### src/rtl/minifloat_pkg.sv
// Shared minifloat definitions: format helpers, FSM states and constants used by the
// fma pipeline and its accumulate/normalize back end.
package minifloat_pkg;

    typedef enum logic [1:0] {
        ACC,
        NORM,
        ROUND,
        HOLD
    } state_e;

    function automatic int bias(input int exp_width);
        return (1 << (exp_width - 1)) - 1;
    endfunction

    function automatic int frac_bits(input int man_width, input int guard_bits);
        return 2 * man_width + guard_bits;
    endfunction

    function automatic int in_width(input int size, input int man_width, input int guard_bits);
        return $clog2(size) + 2 * (man_width + 1) + guard_bits;
    endfunction

    // Largest finite magnitude: all-ones exponent and mantissa (no Inf/NaN encodings).
    function automatic int max_mag(input int exp_width, input int man_width);
        return (1 << (exp_width + man_width)) - 1;
    endfunction

endpackage

### src/rtl/leading_zero_counter.sv
// Counts leading zeros of a word from the MSB; count equals DataWidth when the word is zero.
module leading_zero_counter #(
    parameter int  DataWidth  = 18,
    localparam int CountWidth = $clog2(DataWidth + 1)
) (
    input  logic [DataWidth-1:0]  data,
    output logic [CountWidth-1:0] count,
    output logic                  all_zero
);

    // NOTE: every variable written in always_comb gets a default first, so no latch is inferred.
    always_comb begin
        count = CountWidth'(DataWidth);
        for (int i = 0; i < DataWidth; i++) begin
            if (data[i]) begin
                count = CountWidth'(DataWidth - 1 - i);
            end
        end
    end

    assign all_zero = ~|data;

endmodule

### src/rtl/fma_accumulate_normalize.sv
// Accumulates unnormalized dot-product beats from the fma stage, then normalizes, rounds
// to nearest even and packs the group total into a saturating minifloat.
module fma_accumulate_normalize
    import minifloat_pkg::*;
#(
    parameter int  ExpWidth       = 4,
    parameter int  ManWidth       = 3,
    parameter int  Size           = 4,
    parameter int  GuardBits      = 3,
    parameter int  AccHeadroom    = 4,
    localparam int InWidth        = in_width(Size, ManWidth, GuardBits),
    localparam int FracBits       = frac_bits(ManWidth, GuardBits),
    localparam int SignedExpWidth = ExpWidth + 2,
    localparam int FormatWidth    = 1 + ExpWidth + ManWidth
) (
    input  logic                      clk_i,
    input  logic                      rst_i,
    input  logic                      in_valid_i,
    output logic                      in_ready_o,
    input  logic                      in_last_i,
    input  logic                      sign_i,
    input  logic [InWidth-1:0]        man_i,
    input  logic [SignedExpWidth-1:0] exp_i,
    output logic                      out_valid_o,
    input  logic                      out_ready_i,
    output logic [FormatWidth-1:0]    result_o,
    output logic                      sat_o
);

    localparam int AccWidth     = InWidth + AccHeadroom + 1;
    localparam int DiffWidth    = SignedExpWidth + 1;
    localparam int ExpCalcWidth = SignedExpWidth + 2;
    localparam int EbWidth      = ExpCalcWidth + 1;
    localparam int LzcWidth     = $clog2(AccWidth + 1);
    localparam int SigWidth     = ManWidth + 1;
    localparam int Bias         = bias(ExpWidth);
    localparam int MaxExpField  = (1 << ExpWidth) - 1;
    localparam logic [ExpWidth+ManWidth-1:0] MaxMag =
        (ExpWidth + ManWidth)'(max_mag(ExpWidth, ManWidth));

    state_e                           state, state_next;
    logic signed [AccWidth-1:0]       acc;
    logic signed [SignedExpWidth-1:0] acc_exp;
    logic                             acc_empty;
    logic                             beat_fire;

    always_comb begin
        state_next  = state;
        in_ready_o  = 1'b0;
        out_valid_o = 1'b0;
        case (state)
            ACC: begin
                in_ready_o = 1'b1;
                if (in_valid_i && in_last_i) begin
                    state_next = NORM;
                end
            end
            NORM:  state_next = ROUND;
            ROUND: state_next = HOLD;
            HOLD: begin
                out_valid_o = 1'b1;
                if (out_ready_i) begin
                    state_next = ACC;
                end
            end
            default: state_next = ACC;
        endcase
    end

    assign beat_fire = in_valid_i & in_ready_o;

    // Alignment: the smaller-exponent operand is shifted right, shifted-out bits fold into its LSB.
    logic [AccWidth-1:0]              beat_mag, beat_val;
    logic                             exp_new_larger;
    logic signed [SignedExpWidth-1:0] big_exp, small_exp;
    logic [DiffWidth-1:0]             exp_diff, shamt;
    logic [AccWidth-1:0]              big_op, small_op, shift_mask, aligned, merged;

    always_comb begin
        beat_mag       = AccWidth'(man_i);
        beat_val       = sign_i ? -beat_mag : beat_mag;
        exp_new_larger = $signed(exp_i) > acc_exp;
        big_exp        = exp_new_larger ? $signed(exp_i) : acc_exp;
        small_exp      = exp_new_larger ? acc_exp : $signed(exp_i);
        big_op         = exp_new_larger ? beat_val : acc;
        small_op       = exp_new_larger ? acc : beat_val;
        exp_diff       = DiffWidth'(big_exp) - DiffWidth'(small_exp);
        shamt          = (exp_diff > DiffWidth'(AccWidth)) ? DiffWidth'(AccWidth) : exp_diff;
        shift_mask     = ~({AccWidth{1'b1}} << shamt);
        aligned        = $signed(small_op) >>> shamt;
        aligned[0]     = aligned[0] | (|(small_op & shift_mask));
        merged         = big_op + aligned;
    end

    logic [AccWidth-1:0] acc_mag;
    logic [LzcWidth-1:0] lz_count;
    logic                lz_zero;

    assign acc_mag = acc[AccWidth-1] ? -acc : acc;

    leading_zero_counter #(
        .DataWidth(AccWidth)
    ) u_lzc (
        .data    (acc_mag),
        .count   (lz_count),
        .all_zero(lz_zero)
    );

    logic [AccWidth-1:0]            norm_man;
    logic signed [ExpCalcWidth-1:0] norm_exp;
    logic                           norm_sign;
    logic                           norm_zero;

    // NOTE: pure datapath registers, only read in ROUND after NORM has loaded them, so no reset.
    always_ff @(posedge clk_i) begin
        if (state == NORM) begin
            norm_man  <= acc_mag << lz_count;
            norm_exp  <= ExpCalcWidth'(acc_exp) + ExpCalcWidth'(AccWidth - 1 - FracBits)
                         - ExpCalcWidth'(lz_count);
            norm_sign <= acc[AccWidth-1];
            norm_zero <= lz_zero;
        end
    end

    logic signed [EbWidth-1:0] e_b;
    logic                      denorm;
    logic [EbWidth-1:0]        dshift;
    logic [AccWidth-1:0]       den_mask, sig_src;
    logic                      lost;
    logic [SigWidth-1:0]       kept;
    logic                      round_bit, sticky, round_up;
    logic [SigWidth:0]         rounded;
    logic [EbWidth-1:0]        exp_final;
    logic                      overflow;
    logic [FormatWidth-1:0]    packed_result;
    logic                      sat_next;

    always_comb begin
        e_b    = EbWidth'(norm_exp) + EbWidth'(Bias);
        denorm = e_b[EbWidth-1] || (e_b == '0);
        dshift = EbWidth'(1) - e_b;
        if (dshift > EbWidth'(AccWidth)) begin
            dshift = EbWidth'(AccWidth);
        end
        den_mask = ~({AccWidth{1'b1}} << dshift);
        sig_src  = norm_man;
        lost     = 1'b0;
        if (denorm) begin
            sig_src = norm_man >> dshift;
            lost    = |(norm_man & den_mask);
        end
        kept      = sig_src[AccWidth-1 -: SigWidth];
        round_bit = sig_src[AccWidth-1-SigWidth];
        sticky    = (|sig_src[AccWidth-2-SigWidth:0]) | lost;
        round_up  = round_bit & (sticky | kept[0]);
        rounded   = {1'b0, kept} + {{SigWidth{1'b0}}, round_up};
        // A subnormal that rounds into the hidden bit lands exactly on the min normal exponent.
        exp_final = denorm ? EbWidth'(rounded[ManWidth])
                           : e_b + EbWidth'(rounded[SigWidth]);
        overflow  = exp_final > EbWidth'(MaxExpField);

        packed_result = {norm_sign, exp_final[ExpWidth-1:0], rounded[ManWidth-1:0]};
        sat_next      = 1'b0;
        if (norm_zero) begin
            packed_result = '0;
        end else if (overflow) begin
            packed_result = {norm_sign, MaxMag};
            sat_next      = 1'b1;
        end
    end

    // NOTE: sequential state uses non-blocking assignments so every register sees pre-edge values.
    always_ff @(posedge clk_i) begin
        if (rst_i) begin
            state     <= ACC;
            acc       <= '0;
            acc_exp   <= '0;
            acc_empty <= 1'b1;
            result_o  <= '0;
            sat_o     <= 1'b0;
        end else begin
            state <= state_next;
            case (state)
                ACC: begin
                    if (beat_fire) begin
                        if (acc_empty) begin
                            acc     <= beat_val;
                            acc_exp <= exp_i;
                        end else begin
                            acc     <= merged;
                            acc_exp <= big_exp;
                        end
                        acc_empty <= 1'b0;
                    end
                end
                ROUND: begin
                    result_o <= packed_result;
                    sat_o    <= sat_next;
                end
                HOLD: begin
                    if (out_ready_i) begin
                        acc       <= '0;
                        acc_exp   <= '0;
                        acc_empty <= 1'b1;
                    end
                end
                default: ;
            endcase
        end
    end

endmodule

### config.mk
export PLATFORM = sky130hd
export DESIGN_NAME = fma_accumulate_normalize
export DESIGN_NICKNAME = d
export VERILOG_FILES = /design/src/rtl/minifloat_pkg.sv /design/src/rtl/leading_zero_counter.sv /design/src/rtl/fma_accumulate_normalize.sv
export SDC_FILE = /design/constraint.sdc
export NUM_CORES = 1
export LEC_CHECK = 0
export CORE_AREA = 2 2 135 137
export CTS_CLUSTER_DIAMETER = 80
export DETAILED_ROUTE_END_ITERATION = 8
export DIE_AREA = 0 0 137 139
export HOLD_SLACK_MARGIN = 0.05
export PLACE_DENSITY_LB_ADDON = 0.08
export SYNTH_ARGS = -nofsm -noshare
export SYNTH_HDL_FRONTEND = slang
export SYNTH_HIERARCHICAL = 1
export SYNTH_SLANG_ARGS = --single-unit
### constraint.sdc
create_clock -name clk_i -period 10.03 [get_ports clk_i]
set_clock_uncertainty 0.1 [all_clocks]
set_input_delay 1.003 -clock clk_i [delete_from_list [all_inputs] [get_ports clk_i]]
set_output_delay 1.003 -clock clk_i [all_outputs]
set_load 0.02 [all_outputs]
**Word level (Yosys, flattened, before mapping)**

Cells that the tools add are included.

- Div/mod/pow operators: 0
- Reduce and logical (&&, ||, !) cells: 12
- Order comparisons: 4
- Add/sub/neg operators: 10
- $mul: 0
- Bitwise logic cells: 9
- Shift operators: 5
- Muxes and demuxes: 49
- Equal/unequal tests: 6

Operators by type and width:

| operator | count |
|---|---|
| two-way mux 18 bit | 8 |
| two-way mux 5 bit | 16 |
| OR reduction 18 bit | 3 |
| AND 18 bit | 2 |
| inverter 18 bit | 2 |
| case mux 18 bit (2 select lines) | 1 |
| two-way mux 6 bit | 5 |
| adder 18 bit | 1 |
| two-way mux 9 bit | 2 |
| negation 13 -> 18 bit | 1 |
| negation 18 bit | 1 |
| << shifter 18 x 5 -> 18 bit | 1 |
| << shifter 18 x 7 -> 18 bit (first input constant) | 1 |
| << shifter 18 x 9 -> 18 bit (first input constant) | 1 |
| right shift 18 x 9 -> 18 bit | 1 |
| >>> shifter 18 x 7 -> 18 bit | 1 |
| two-way mux 7 bit | 2 |
| OR reduction 13 bit | 1 |
| case mux 6 bit (2 select lines) | 1 |
| adder 8 x 4 -> 9 bit (second input constant) | 1 |
| adder 9 x 1 -> 9 bit | 1 |
| > comparator 9 x 4 -> 1 bit (second input constant) | 1 |
| > comparator 9 x 5 -> 1 bit (second input constant) | 1 |
| zero test 9 bit | 1 |
| 24 further kinds | 39 |

- Memory bits (writable): 0
- Flip-flop bits (word level): 64
- Input port bits: 25
- Memories: 0
- Latch bits: 0
- Bits in read-only memories: 0
- Word-level logic and storage cells: 105

**Longest topological paths before layout**

- Depth in word-level cells: 21
- Gate-level depth with buffers: 38

**Cells and area by module**

The synthesis kept the hierarchy.

Modules (own cells, without submodules):

| module | seq. area each (um^2) | cells each | area each (um^2) | times used |
|---|---|---|---|---|
| fma_accumulate_normalize | 1,561.5 | 1,153 | 8,486.9 | 1 |
| leading_zero_counter | 0.0 | 35 | 209.0 | 1 |

**Worst setup path before layout**

No wires, ideal clock.

- Path type: input-to-reg
- From: input port exp_i[5]
- To: register acc[16]
- Setup time: 87 ps
- Slack: 2,354 ps
- Arrival time: 7,489 ps
- Stages on the path: 37
- Cell sequence: ha_1 -> buf_2 -> nand4_1 -> o21bai_1 -> nand4_1 -> nand2_1 -> clkbuf_1 -> clkbuf_1 -> o21a_1 -> ha_1 -> nor3_2 -> xnor2_1 -> a211o_1 -> a221oi_1 -> buf_2 -> buf_4 -> mux2i_1 -> mux2i_1 -> nor3_1 -> nor4_1 -> o211ai_1 -> ha_1 -> inv_1 -> fa_1 -> nor2b_1 -> o21ai_0 -> a21oi_1 -> o21ai_0 -> a21boi_0 -> o21ai_0 -> a21boi_0 -> o21ai_0 -> a21oi_1 -> o21ai_0 -> nor3b_1 -> o21ai_0 -> o31ai_1

- Cells in the longest elaborated chain, start to end: 14

Ends and longest elaborated chain:

| what | line | source |
|---|---|---|
| from (decl) | fma_accumulate_normalize.sv:23 | `input logic [SignedExpWidth-1:0] exp_i,` |
| > comparator 6 bit | fma_accumulate_normalize.sv:82 | `exp_new_larger = $signed(exp_i) > acc_exp;` |
| two-way mux 6 bit (on tied branches) | fma_accumulate_normalize.sv:83, fma_accumulate_normalize.sv:84 |  |
| subtractor 6 x 6 -> 7 bit | fma_accumulate_normalize.sv:87 | `exp_diff = DiffWidth'(big_exp) - DiffWidth'(small_exp);` |
| > comparator 7 x 5 -> 1 bit | fma_accumulate_normalize.sv:88 | `shamt = (exp_diff > DiffWidth'(AccWidth)) ? DiffWidth'(AccWidth) : exp_diff;` |
| two-way mux 7 bit | fma_accumulate_normalize.sv:88 |  |
| << shifter 18 x 7 -> 18 bit | fma_accumulate_normalize.sv:89 | `shift_mask = ~({AccWidth{1'b1}} << shamt);` |
| inverter 18 bit | fma_accumulate_normalize.sv:89 |  |
| AND 18 bit | fma_accumulate_normalize.sv:91 | `aligned[0] = aligned[0] \| (\|(small_op & shift_mask));` |
| OR reduction 18 bit | fma_accumulate_normalize.sv:91 |  |
| bitwise OR 1 bit | fma_accumulate_normalize.sv:91 |  |
| adder 18 bit * | fma_accumulate_normalize.sv:92 | `merged = big_op + aligned;` |
| two-way mux 18 bit * | fma_accumulate_normalize.sv:186 | `if (acc_empty) begin` |
| two-way mux 18 bit * | fma_accumulate_normalize.sv:185 | `if (beat_fire) begin` |
| case mux 18 bit (2 select lines) * | fma_accumulate_normalize.sv:183 | `case (state)` |
| to (signal assigned) | fma_accumulate_normalize.sv:187 | `acc <= beat_val;` |
| to (signal assigned) | fma_accumulate_normalize.sv:190 | `acc <= merged;` |
| to (decl) | fma_accumulate_normalize.sv:42 | `logic signed [AccWidth-1:0] acc;` |

Mark *: on every way between the ends. The rest lies on a longest branch, timed or not. The select of a mux whose other input is x is not followed.
A chain may end at the register's enable or synchronous reset.

**Final worst setup path**

Same ends and word-level chain as after synthesis.

==> out/qor.txt <==
status -> finished, final reports clean
CTS tree -> done
HPWL Detailed -> 20040 um
met2 wire len -> 12920 um
fin. max-slew vios -> 0
total wire length -> 26110 um
num rows -> 49
Worst Path Max Fanout -> 18
Hold Crit Class -> reg -> reg
Hold Buf Count CTS -> 0
post-cts sizing count -> 0
die area -> 19040 um^2
CORE AREA -> 17660 um^2
post-synthesis cell count -> 1188
WHS -> 0.3657 ns
Worst Path Buf+Inv -> 3
Post-route DRC -> 0
number of global-route vias before repair -> 8539
CTS clk-pin slew, worst paths -> 0.06 ns
Final setup violation count -> 0
Clock Tree Root -> clkbuf_16
metal3 WL -> 1211 um
max cap viols -> 0
WP data arrival -> 8.79 ns
post-synthesis register bit count -> 64
RSZ-0062 raised after global routing -> no
GRT Util Overall -> 28.16%
kind of critical path -> in -> reg
depth of the CTS H-tree -> 3
Iteration-0 DRC Markers -> 565
gr ovfl total -> 0
Tcrit/Tclk final -> 86.08%
GPL Wtd Cong -> 1.013
die extent in x -> 137 um
asr flop ratio synth -> 0%
CTS Sinks -> 64
number of enable flip-flop cells after synthesis -> 28
Crit-path slowest cell -> clkdlybuf4s50_1
Vias -> 9002
Setup Buffers After CTS -> 0
TNS Setup -> 0 ns
most used cell, CP -> o21ai_0
Critical Path Max Stage Delay -> 0.48 ns
register area share after synthesis -> 17.96%
top_reg_cell synth -> dfxtp_1
first-pass GRT wire length -> 43550 um
delay-heaviest family, CP -> compound AO/OA/AOI/OAI gates
post-synthesis net count -> 1263
maximum clock path buffer count -> 2
cell area after synthesis -> 8696 um^2
initial antenna violation count -> 0
Worst-Skew Late Latency -> 0.35 ns
DRT Pass-1 Iters -> 5
Starting Density -> 49.25%
top layer in use -> met4
Mean Syn Cell Area -> 7.320 um^2
slew margin rel. -> 19.58%
Unique masters post-synth -> 87
total CTS buffers -> 9
PortBufs -> 35
Max Freq -> 0.1158 GHz
Startpoint Class -> input pin
vias per cell -> 6.362
critical path data required time -> 10.19 ns
met1 WL -> 10860 um
# diodes -> 0
Die Y -> 139 um
Fin. Hold Viols -> 0
fin nets -> 1256
Fillers -> 1763
YS warnings -> 6
layout cell share with drive strength beyond 1 -> 6.577%
min Tclk post-route -> 8.633 ns
worst-margin pin slew -> 1.202 ns
I/O pin count -> 36
WL per Instance -> 18.45 um
ANT nets after route -> 0
largest net degree at the start of global routing -> 43
Layout area overhead -> 9.108%
CP Capture Type -> flop
cells in the mapped netlist (all sizes together) (24+ instances only):
master,n,area (um^2)
xnor2,41,359.1
edfxtp,28,840.8
inv,51,191.4
o21ai,77,385.4
dfxtp,36,720.7
ha,48,600.6
a21oi,79,395.4
clkbuf,54,202.7
nor3,44,240.2
a22oi,24,185.2
nand3,25,135.1
nor2,159,599.3
mux2i,68,684.4
nand2,111,416.7
path summary, 6_finish.rpt:
check / startpoint / to / slack, ns / depth (start not counted)
setup / recovery: exp_i[5] / acc[16] / 1.40 / 34
hold / removal: result_o[4] / result_o[4] / 0.37 / 2
setup reg to reg: acc_exp[5] / acc[16] / 2.07 / 34
hold reg to reg: result_o[4] / result_o[4] / 0.37 / 2
stage by stage:
stage	area, um^2	utilization, %	instances	setup WS (ns)
2_1_floorplan	8696	-	1188	2.354
3_3_place_gp	9175	51.96	1399	1.378
3_5_place_dp	9175	51.96	1399	1.164
4_1_cts	9488	53.73	1415	1.492
5_1_grt	9488	53.73	1415	0.4788
6_report	9488	53.73	1415	1.397
flip-flops by register name, summed over array words and instances (netlist names):
signal / cells
sat_o: 1
acc_exp: 6
norm_sign: 1
norm_exp: 8
result_o: 8
norm_zero: 1
norm_man: 18
acc_empty: 1
acc: 18
state: 2
cells in the final DEF, fill, tap and decap left out, drive strengths merged, types with 6 or more instances in the layout:
cell	n
xor2	15
a211oi	18
o211ai	10
a21oi	79
mux2	12
nor2	159
ha	48
nand2	111
buf	18
a211o	8
inv	51
or3	12
and2	6
clkbuf	10
clkdlybuf4s50	35
and4	7
o31ai	18
and3	8
a31oi	12
o22ai	12
a32oi	10
xnor2	41
a21boi	8
dfxtp	36
or4	10
a21o	19
a22oi	24
nand2b	16
nor4	17
o21ai	77
nand3	25
mux2i	68
nor2b	13
edfxtp	28
nor3	44
a2111oi	9
nand4	13
final cells by class:
class	instances	area [um^2]	area share (%)
multi-input combinational	999	6639	69.97
sequential	64	1562	16.46
timing repair buffer	53	485.5	5.117
tap	229	286.5	3.020
clock buffer	10	229.0	2.413
inverter	54	202.7	2.136
clock inverter	6	83.83	0.8836
routing by layer:
layer	GRT usage [%]	vias up
li1	-	4413
met1	34.42	4218
met2	48.52	298
met3	4.386	73
met4	11.99	0
met5	0	-
cells by family after synthesis:
family	share of synthesized area, %
buf+inv	5.899
simple gates	25.30
fa+ha+maj	7.367
flops	17.96
compound gates	27.38
xor+xnor	5.640
mux	10.46
worst register-to-register path, delay by kind of cell, from the launching register on:
kind                     cells  cell delay, ns
AND/OR/NAND/NOR              7            1.55
buffers and inverters        3            0.53
XOR/XNOR                     1            0.38
flip-flops                   1            0.34
adder cells (fa/ha/maj)      4            1.06
multiplexers                 2            0.45
AO/OA/AOI/OAI               17            3.46
Power is not shown: default switching activity piles up to over one toggle a cycle in this logic, so the estimate is an artifact.
